$ cat config.mk
export PLATFORM = sky130hd
export DESIGN_NAME = multicycle_control
export DESIGN_NICKNAME = d
export VERILOG_FILES = /design/src/rtl/multicycle_control.sv
export SDC_FILE = /design/constraint.sdc
export NUM_CORES = 1
export LEC_CHECK = 0
export BUFFER_PORTS_ARGS = -buffer_cell sky130_fd_sc_hd__buf_2
export CORE_ASPECT_RATIO = 1.5
export CORE_MARGIN = 1.5
export CORE_UTILIZATION = 51
export DETAILED_ROUTE_END_ITERATION = 8
export GPL_TIMING_DRIVEN = 0
export HOLD_SLACK_MARGIN = 0.12
export PLACE_DENSITY_LB_ADDON = 0.25
export SLEW_MARGIN = 30
export SYNTH_ARGS = -nofsm -noshare
export SYNTH_HDL_FRONTEND = slang
export SYNTH_SLANG_ARGS = --single-unit
$ cat constraint.sdc
create_clock -name clk -period 3.1 [get_ports clk]
set_input_delay 0.155 -clock clk [delete_from_list [all_inputs] [get_ports clk]]
set_output_delay 0.155 -clock clk [all_outputs]
set_load 0.005 [all_outputs]
$ cat src/rtl/multicycle_control.sv
// Multicycle datapath control FSM: sequences fetch/decode/execute/memory/writeback,
// drives every datapath strobe, counts retired instructions and flags illegal opcodes.
module multicycle_control #(
    parameter int CNT_W = 32
) (
    input  logic             clk,
    input  logic             reset,
    input  logic [5:0]       opcode,
    input  logic             mem_ready,
    output logic             IRWrite,
    output logic             RegWrite,
    output logic             RegDst,
    output logic             MemtoReg,
    output logic             MemRead,
    output logic             MemWrite,
    output logic             IorD,
    output logic             ALUSrcA,
    output logic [1:0]       ALUSrcB,
    output logic [1:0]       ALUOp,
    output logic [1:0]       PCSource,
    output logic             PCWrite,
    output logic             PCWriteCond,
    output logic [3:0]       state,
    output logic             illegal_op,
    output logic [CNT_W-1:0] retired
);

    typedef enum logic [3:0] {
        S_FETCH    = 4'd0,
        S_DECODE   = 4'd1,
        S_MEM_ADDR = 4'd2,
        S_MEM_RD   = 4'd3,
        S_MEM_WB   = 4'd4,
        S_MEM_WR   = 4'd5,
        S_R_EXEC   = 4'd6,
        S_R_WB     = 4'd7,
        S_BRANCH   = 4'd8,
        S_JUMP     = 4'd9,
        S_I_EXEC   = 4'd10,
        S_I_WB     = 4'd11
    } state_t;

    localparam logic [5:0] OP_R    = 6'b000000;
    localparam logic [5:0] OP_LW   = 6'b100011;
    localparam logic [5:0] OP_SW   = 6'b101011;
    localparam logic [5:0] OP_BEQ  = 6'b000100;
    localparam logic [5:0] OP_J    = 6'b000010;
    localparam logic [5:0] OP_ADDI = 6'b001000;

    state_t            state_q, state_d;
    logic [CNT_W-1:0]  retired_q, retired_d;
    logic              illegal_q, illegal_d;
    logic              retire;

    always_ff @(posedge clk or posedge reset) begin
        if (reset) begin
            state_q   <= S_FETCH;
            retired_q <= '0;
            illegal_q <= 1'b0;
        end else begin
            state_q   <= state_d;
            retired_q <= retired_d;
            illegal_q <= illegal_d;
        end
    end

    always_comb begin
        state_d     = state_q;
        illegal_d   = illegal_q;
        retire      = 1'b0;
        IRWrite     = 1'b0;
        RegWrite    = 1'b0;
        RegDst      = 1'b0;
        MemtoReg    = 1'b0;
        MemRead     = 1'b0;
        MemWrite    = 1'b0;
        IorD        = 1'b0;
        ALUSrcA     = 1'b0;
        ALUSrcB     = 2'b00;
        ALUOp       = 2'b00;
        PCSource    = 2'b00;
        PCWrite     = 1'b0;
        PCWriteCond = 1'b0;

        case (state_q)
            S_FETCH: begin
                MemRead = 1'b1;
                ALUSrcB = 2'b01;
                IRWrite = mem_ready;
                PCWrite = mem_ready;
                if (mem_ready) state_d = S_DECODE;
            end
            S_DECODE: begin
                ALUSrcB = 2'b11;
                case (opcode)
                    OP_LW, OP_SW: state_d = S_MEM_ADDR;
                    OP_R:         state_d = S_R_EXEC;
                    OP_BEQ:       state_d = S_BRANCH;
                    OP_J:         state_d = S_JUMP;
                    OP_ADDI:      state_d = S_I_EXEC;
                    default: begin
                        illegal_d = 1'b1;
                        state_d   = S_FETCH;
                    end
                endcase
            end
            S_MEM_ADDR: begin
                ALUSrcA = 1'b1;
                ALUSrcB = 2'b10;
                // Opcode is stable here; anything but lw is treated as a store.
                state_d = (opcode == OP_LW) ? S_MEM_RD : S_MEM_WR;
            end
            S_MEM_RD: begin
                MemRead = 1'b1;
                IorD    = 1'b1;
                if (mem_ready) state_d = S_MEM_WB;
            end
            S_MEM_WB: begin
                RegWrite = 1'b1;
                MemtoReg = 1'b1;
                retire   = 1'b1;
                state_d  = S_FETCH;
            end
            S_MEM_WR: begin
                MemWrite = 1'b1;
                IorD     = 1'b1;
                if (mem_ready) begin
                    retire  = 1'b1;
                    state_d = S_FETCH;
                end
            end
            S_R_EXEC: begin
                ALUSrcA = 1'b1;
                ALUOp   = 2'b10;
                state_d = S_R_WB;
            end
            S_R_WB: begin
                RegWrite = 1'b1;
                RegDst   = 1'b1;
                retire   = 1'b1;
                state_d  = S_FETCH;
            end
            S_BRANCH: begin
                ALUSrcA     = 1'b1;
                ALUOp       = 2'b01;
                PCSource    = 2'b01;
                PCWriteCond = 1'b1;
                retire      = 1'b1;
                state_d     = S_FETCH;
            end
            S_JUMP: begin
                PCSource = 2'b10;
                PCWrite  = 1'b1;
                retire   = 1'b1;
                state_d  = S_FETCH;
            end
            S_I_EXEC: begin
                ALUSrcA = 1'b1;
                ALUSrcB = 2'b10;
                state_d = S_I_WB;
            end
            S_I_WB: begin
                RegWrite = 1'b1;
                retire   = 1'b1;
                state_d  = S_FETCH;
            end
            default: state_d = S_FETCH;
        endcase

        retired_d = retire ? retired_q + CNT_W'(1) : retired_q;

        // Reset must silence every strobe immediately, even though FETCH is active.
        if (reset) begin
            IRWrite     = 1'b0;
            RegWrite    = 1'b0;
            RegDst      = 1'b0;
            MemtoReg    = 1'b0;
            MemRead     = 1'b0;
            MemWrite    = 1'b0;
            IorD        = 1'b0;
            ALUSrcA     = 1'b0;
            ALUSrcB     = 2'b00;
            ALUOp       = 2'b00;
            PCSource    = 2'b00;
            PCWrite     = 1'b0;
            PCWriteCond = 1'b0;
        end
    end

    assign state      = state_q;
    assign retired    = retired_q;
    assign illegal_op = illegal_q;

endmodule

### Word-level counts from Yosys, hierarchy flattened

Index checks and enable logic that the tools add are counted.

| storage, ports and cells | value |
|---|---|
| bits in registers | 37 |
| bits in latches | 0 |
| RAM bits | 0 |
| memory bits (read-only) | 0 |
| input bits | 9 |
| logic and storage cells | 70 |
| memories kept | 0 |

| cells by class | value |
|---|---|
| add/sub/neg operators | 1 |
| $mul | 0 |
| divide/modulo/power cells | 0 |
| magnitude comparators | 0 |
| eq/ne operators | 19 |
| shift-type cells | 0 |
| multiplexer cells | 34 |
| bitwise operators | 1 |
| reduce and logical (&&, ||, !) cells | 12 |

Operators by type and width:

| kind | count |
|---|---|
| adder 32 x 1 -> 32 bit, second input constant | 1 |
| case mux 4 bit (7 select lines) | 1 |
| two-way mux 1 bit | 20 |
| case mux 4 bit (5 select lines) | 1 |
| equality test 4 x 3 -> 1 bit, second input constant | 4 |
| equality test 4 bit, second input constant | 4 |
| equality test 6 bit, second input constant | 2 |
| two-way mux 4 bit | 3 |
| equality test 4 x 2 -> 1 bit, second input constant | 2 |
| case mux 2 bit (2 select lines) | 2 |
| OR reduction 2 bit | 4 |
| equality test 6 x 2 -> 1 bit, second input constant | 1 |
| equality test 6 x 3 -> 1 bit, second input constant | 1 |
| equality test 6 x 4 -> 1 bit, second input constant | 1 |
| zero test 6 bit | 1 |
| two-way mux 2 bit | 3 |
| != test 2 bit, second input constant | 3 |
| case mux 2 bit (3 select lines) | 1 |
| OR reduction 6 bit | 1 |
| OR reduction 5 bit | 1 |
| equality test 4 x 1 -> 1 bit, second input constant | 1 |
| zero test 4 bit | 1 |
| case mux 1 bit (2 select lines) | 2 |
| OR reduction 4 bit | 1 |
| other kinds (5) | 5 |

### Logic depth before layout (Yosys ltp)

Gate-level depths: netlist of run 1.

| depth | value |
|---|---|
| word-level depth | 4 |
| gate-level depth with buffers | 7 |

### Least setup slack after synthesis of run 1

OpenSTA, ideal clock, no wires.

| timing | value |
|---|---|
| path kind | reg-to-reg |
| from | register retired_q[0], in the netlist retired[0] |
| to | register retired_q[18], in the netlist retired[18] |
| setup time | 0.125 ns |
| arrival time | 1.682 ns |
| data required time | 2.975 ns |
| slack | 1.293 ns |
| stages on the path, launching flop included | 8 |
| buffers on the path | 1 |
| period minus slack after synthesis | 1.807 ns |
| cell sequence | dfrtp_1 > ha_1 > and4_1 > and4_1 > and3_1 > buf_2 > and3_1 > xor2_1 |

| between the ends | value |
|---|---|
| word-level cells in the longest chain between the ends | 1 |

Ends and longest elaborated chain:

| item | line | RTL |
|---|---|---|
| start: declaration | 51 | `logic [CNT_W-1:0] retired_q, retired_d;` |
| start signal: assignment | 62 | `retired_q <= retired_d;` |
| adder 32 x 1 -> 32 bit | 170 | `retired_d = retire ? retired_q + CNT_W'(1) : retired_q;` |

Every way passes these cells.
A chain may end at the register's enable or synchronous reset.

### Worst setup path after layout of run 1

| timing | value |
|---|---|
| from | input port reset |
| to | output port PCWrite |

| between the ends | value |
|---|---|
| word-level cells in the longest chain between the ends | 1 |

Ends and longest elaborated chain:

| item | line | RTL |
|---|---|---|
| start: declaration | 7 | `input logic reset,` |
| two-way mux 1 bit | 173 | `if (reset) begin` |
| end: declaration | 21 | `output logic PCWrite,` |

Every way passes these cells.

==> out/results.tsv, run 1 <==
metric	value	unit
cts_sinks	37	
power_density	531	mW/mm^2
worstSkewPairLatency	0.29	ns
start_kind	input port	
wl	4540	um
r2r_start	retired[0]	
worstMarginPinSlew	0.455	ns
arrival	1.91	ns
via_per_inst	5.50	
rr_endpoint	retired[18]	
r2r_slack	1.11	ns
hold_ws	0.174	ns
synth_nets	221	
min_to	illegal_op	
slew_violations	0	
rsz0062_at_grt	no	
holdPathStages	3	
dp_hpwl	3270	um
root_buffer	clkbuf_8	
drive_above_1_share	29.8	%
die-area	0.00442	mm^2
place.gp.congestion	0.784	
synth_edf_count	0	
most-common-layout-cells	62 x buf_2, 37 x dfrtp_1, 23 x xnor2_1	
gr-usage-met1	27.5	%
first_global_vias	1624	
p_total	1370	uW
syn2layout_area_growth	25.3	%
async_flop_share	100	%
h-tree-depth	2	
drc	0	
max-cap-violations	0	
use_met3	4.65	%
p_leak	0.00129	uW
fp.dieW	54.8	um
syn_area	0.00205	mm^2
status	complete, no violations	
grt_max_degree	26	
postSynthCellCount	211	
synth_top_cell_by_area	dfrtp_1	
synth-seq-area-share	45.1	%
rows	28	
grt-ovfl-total	0	
setup_violations	0	
fin_crit_sh	66.6	%
first_iter_violations	35	
worstHoldPathType	in2reg	
drt-pass1-iter-count	4	
synth_top_area_share	45.1	%
synth_area_leaders	dfrtp_1 45%, xnor2_1 9.8%, nand2_1 3.8%	
intPower	940	uW
fin_tns_setup	0	ns
slew_headroom	68.9	%
ys_types	46	
clk_pin_slew	0.07	ns
track_usage	22.1	%
syn_area_per_cell	9.73	um^2
layout_commonest_cell	buf_2	
numCtsBuffers	5	
wl_per_cell	13.9	um
initial_core_util	52.8	%
rr_worst_depth	7	
ant_nets	0	
io_pins	62	
gr-usage-met2	36.3	%
synth_seq_cells	37	
antenna_found_initial	0	
port_buffers	61	
swShare	31.2	%
grt-busiest-layer	met2	
p_sw	426	uW
finalHoldViolCount	0	
yosysWarnings	0	
cts_tree	done	
diodes	0	
max_freq	484	MHz
nets	291	
synth-main-ff-cell	dfrtp_1	
power_frac_clock	31.4	%
required	2.94	ns
vias	1800	
power_frac_seq	42.4	%
ir_drop	527	uV
power_frac_comb	26.2	%
holdCritStartpoint	opcode[4]	
endpoint_kind	primary output	
critical_path_class	in2out	
cts_buffer_depth	2	
cts-resized-gates	0	
clock-skew-final	0.00541	ns
grt_pass1_wl	7130	um
core	0.00389	mm^2
path_max_fanout	6	
layout_min_cycle_time	2.07	ns
die_y	80.7	um
## area by class of cell
class                           count  area [um^2]
Fill cell                         336         1320
Multi-Input combinational cell    161         1070
Sequential cell                    37          926
Timing Repair Buffer               63          343
Clock buffer                        6         82.6
Tap cell                           45         56.3
Buffer                              9         42.5
Clock inverter                      2         37.5
Inverter                            4         15.0
## cells by family after synthesis
| logic type | count (synthesis) | synth area share (%) |
|---|---|---|
| simple gates | 106 | 29.4 |
| flops | 37 | 45.1 |
| xor+xnor | 33 | 14.4 |
| compound gates | 17 | 5.67 |
| buf+inv | 13 | 2.80 |
| mux | 3 | 1.52 |
| fa+ha+maj | 2 | 1.10 |
## how the worst max path moves through the flow
stage	start	to	slack (ns)	depth (start not counted)
2_1_floorplan	retired[0]	retired[18]	1.29	7
3_3_place_gp	reset	PCSource[0]	0.79	6
6_report	reset	PCWrite	1.03	7
3_5_place_dp	retired[0]	retired[18]	1.13	7
4_1_cts	reset	PCWrite	1.04	7
5_1_grt	reset	PCWrite	0.96	7
## through the flow
| stage | std cells | worst slack (ns) | utilization [%] | cell area [um^2] |
|---|---|---|---|---|
| floorplan | 211 | 1.29 | - | 2050 |
| global placement | 317 | 0.786 | 62.1 | 2410 |
| detailed placement | 318 | 1.13 | 62.8 | 2440 |
| CTS | 327 | 1.04 | 66.2 | 2570 |
| global route | 327 | 0.958 | 66.2 | 2570 |
| finish | 327 | 1.03 | 66.2 | 2570 |
## state kept, by name (all words and copies together) (netlist names)
signal      count
illegal_op      1
retired        32
state           4
## Yosys cell counts (2+ instances only)
master	number
xnor2_1	23
nor3_1	6
and4_1	8
nand2_1	21
and3_1	8
buf_4	2
dfrtp_1	37
nor4_2	2
inv_1	4
nand4_1	9
nor2b_1	2
or2_2	2
a21oi_1	6
nand3_1	11
a2111oi_0	2
xor2_1	9
nand2b_1	4
clkbuf_1	5
nor4_1	3
and4_4	2
nor2_1	17
or3_1	3
mux2i_1	2
## repair_timing
action                    CTS  global route
hold buffers                1             0
buffers inserted            0             0
hold endpoints to repair   12             0
## critical path, stage by stage
cell and delay, ns:
dlygate4sd3_1 0.54, buf_2 0.16, or2_2 0.27, clkbuf_1 0.17, or3_1 0.36, o22ai_1 0.13
buf_2 0.13
## per-layer routing
metal	vias up	wire [um]
met5	-	0
met4	0	84
met3	8	268
met2	64	2310
met1	840	1880
li1	888	-
## power by group through the flow
stage / clock (uW) / combinational (uW) / sequential (uW)
final: 429 / 358 / 580
after detailed placement: 0 / 356 / 590
after CTS: 438 / 360 / 581
after global routing: 458 / 398 / 590
after floorplan: 0 / 228 / 582
after global placement: 0 / 342 / 587
Note: power is estimated with default switching activity, not from simulation.
==> run 2: changes to the inputs <==
--- a/config.mk
+++ b/config.mk
@@ -5,6 +5,7 @@
 export SDC_FILE = /design/constraint.sdc
 export NUM_CORES = 1
 export LEC_CHECK = 0
+export ABC_AREA = 1
 export BUFFER_PORTS_ARGS = -buffer_cell sky130_fd_sc_hd__buf_2
 export CORE_ASPECT_RATIO = 1.5
 export CORE_MARGIN = 1.5
==> constraint.sdc (replaced) <==
create_clock -name clk -period 2.05 [get_ports clk]
set_input_delay 0.1025 -clock clk [delete_from_list [all_inputs] [get_ports clk]]
set_output_delay 0.1025 -clock clk [all_outputs]
set_load 0.005 [all_outputs]
==> run 2 against run 1 <==
  * Core utilization decreased by 4.2 points
  * Flip-flop and latch count is the same
  * Via count grew 57%
  * Non-clock buffer count fell by 4
  * Worst hold slack lost 0.023 ns
  * Count of clock-buffer cells in the layout increased by 2
  * Largest cell class unchanged
  * Largest power group unchanged
==> out/results.tsv, run 2 <==
metric	value	unit
drive_above_1_share	19.5	%
status	complete, no violations	
rr_worst_depth	8	
yosysWarnings	0	
rows	32	
synth_area_leaders	dfrtp_1 34%, nand2_1 26%, nor2_1 8.9%	
syn_area	0.00271	mm^2
post-route-util	61.9	%
power_frac_comb	28.4	%
drc	0	
syn2layout_area_growth	17.2	%
critical_path_class	reg2out	
first_iter_violations	139	
cts_buffer_depth	2	
die_y	92.3	um
async_flop_share	100	%
intPower	1230	uW
root_buffer	clkbuf_8	
cts_sinks	37	
finalHoldViolCount	0	
worstSkewPairLatency	0.29	ns
slew_headroom	48.2	%
r2r_start	retired[0]	
synth-seq-area-share	34.2	%
numCtsBuffers	5	
synth-main-ff-cell	dfrtp_1	
hold_buffers	0	
cts_tree	done	
drt-pass1-iter-count	5	
use_met3	4.05	%
fill_cells	508	
ant_nets	0	
die-area	0.00577	mm^2
power_frac_seq	45.4	%
core	0.00512	mm^2
cts_setup_buffers	0	
synth_top_area_share	34.2	%
h-tree-depth	2	
swShare	34.9	%
gr-usage-met2	49.0	%
max_freq	555	MHz
ys_types	33	
synth_nets	434	
layout_commonest_cell	nand2_1	
io_pins	62	
clk_pin_slew	0.07	ns
p_sw	659	uW
synth_edf_count	0	
synth_top_cell_by_area	dfrtp_1	
rsz0062_at_grt	no	
syn_area_per_cell	6.39	um^2
start_kind	flip-flop	
arrival	1.70	ns
diodes	0	
wl	6870	um
worstMarginPinSlew	0.777	ns
track_usage	26.0	%
nets	501	
endpoint_kind	primary output	
fp.dieW	62.5	um
vias	2824	
postSynthCellCount	424	
synth_seq_cells	37	
gr-usage-met1	26.8	%
grt-busiest-layer	met2	
crit_start	state[1]	
required	1.95	ns
worstHoldPathType	in2reg	
wl_per_cell	12.3	um
p_leak	0.00167	uW
via_per_inst	5.04	
yosysMostFrequentCell	nand2_1	
fin_tns_setup	0	ns
grt-ovfl-total	0	
power_density	595	mW/mm^2
dp_hpwl	5470	um
max-cap-violations	0	
setup_violations	0	
grt_pass1_wl	11900	um
layout_min_cycle_time	1.80	ns
power_frac_clock	26.2	%
place.gp.congestion	0.935	
most-common-layout-cells	186 x nand2_1, 64 x nor2_1, 60 x buf_2	
port_buffers	60	
ir_drop	582	uV
r2r_slack	0.36	ns
largest_reg_flops	32	
synth_common_cells	186 x nand2_1, 64 x nor2_1, 39 x inv_1	
path_max_fanout	6	
slew_violations	0	
grt_max_degree	38	
fin_crit_sh	87.9	%
cp-endpoint	ALUSrcA	
cts-resized-gates	0	
antenna_found_initial	0	
first_global_vias	2713	
rr_endpoint	retired[22]	
clock-skew-final	0.00206	ns
initial_core_util	52.9	%
run 2: cell types whose count changed in the layout (fill, tap and decap cells not counted), sizes merged, moves of 7 or more:
cell	before	now
inv	4	44
nor2	17	70
and4	10	0
and3	8	1
xnor2	23	0
nand2	21	196
o21ai	1	8
nand3	11	19
run 2: worst max-delay path: stages (launching register included):
cell     delay, ns
dfrtp_1       0.49
inv_1         0.14
nor2_1        0.27
o21ai_0       0.23
a21oi_1       0.16
buf_2         0.13
run 2: area by class of cell:
type | instances | area [um^2] | share of cell area [%]
plain buffers | 8 | 78.8 | 2.48
inverters | 44 | 168 | 5.28
multi-input cells | 335 | 1540 | 48.4
flip-flops and latches | 37 | 926 | 29.2
well taps | 68 | 85.1 | 2.68
clock buffers | 8 | 80.1 | 2.52
repair buffers | 60 | 300 | 9.46
run 2: worst min path at each step:
| stage | cells past startpoint | slack (ns) | endpoint | start |
|---|---|---|---|---|
| final | 4 | 0.15 | state[2] | mem_ready |
| after global routing | 4 | 0.17 | state[2] | mem_ready |
| after CTS | 4 | 0.14 | state[2] | mem_ready |
| after detailed placement | 2 | 0.45 | illegal_op | illegal_op |
| after global placement | 4 | 0.44 | state[2] | mem_ready |
| after floorplan | 3 | 0.28 | state[2] | mem_ready |
run 2: stage by stage:
stage	power (uW)	std cells	worst slack, ns	hold slack (ns)	cell area, um^2
global placement	1400	552	0.285	0.439	3090
floorplan	1230	424	0.583	0.277	2710
global route	2000	560	0.142	0.169	3170
CTS	1900	560	0.266	0.142	3170
detailed placement	1410	552	0.376	0.450	3090
finish	1890	560	0.248	0.151	3170
run 2: cells by family (layout without fill, tap and decap cells):
group           after synthesis  count (layout)  synth area share [%]
compound gates               18              18                  3.74
flops                        37              37                  34.2
fa+ha+maj                     1               1                 0.462
simple gates                305             305                  49.0
xor+xnor                     11              11                  3.56
buf+inv                      52             120                  9.10
run 2: power groups by stage:
stage | clock (uW) | sequential, uW | combinational [uW]
6_report | 495 | 856 | 537
5_1_grt | 534 | 865 | 601
4_1_cts | 505 | 856 | 539
3_5_place_dp | 0 | 867 | 539
3_3_place_gp | 0 | 870 | 526
2_1_floorplan | 0 | 864 | 363
run 2: layer usage:
| layer | part of all wire (%) | vias up |
|---|---|---|
| met4 | 4.4 | 0 |
| met5 | 0 | - |
| li1 | - | 1443 |
| met1 | 38 | 1269 |
| met2 | 53 | 90 |
| met3 | 5.1 | 22 |
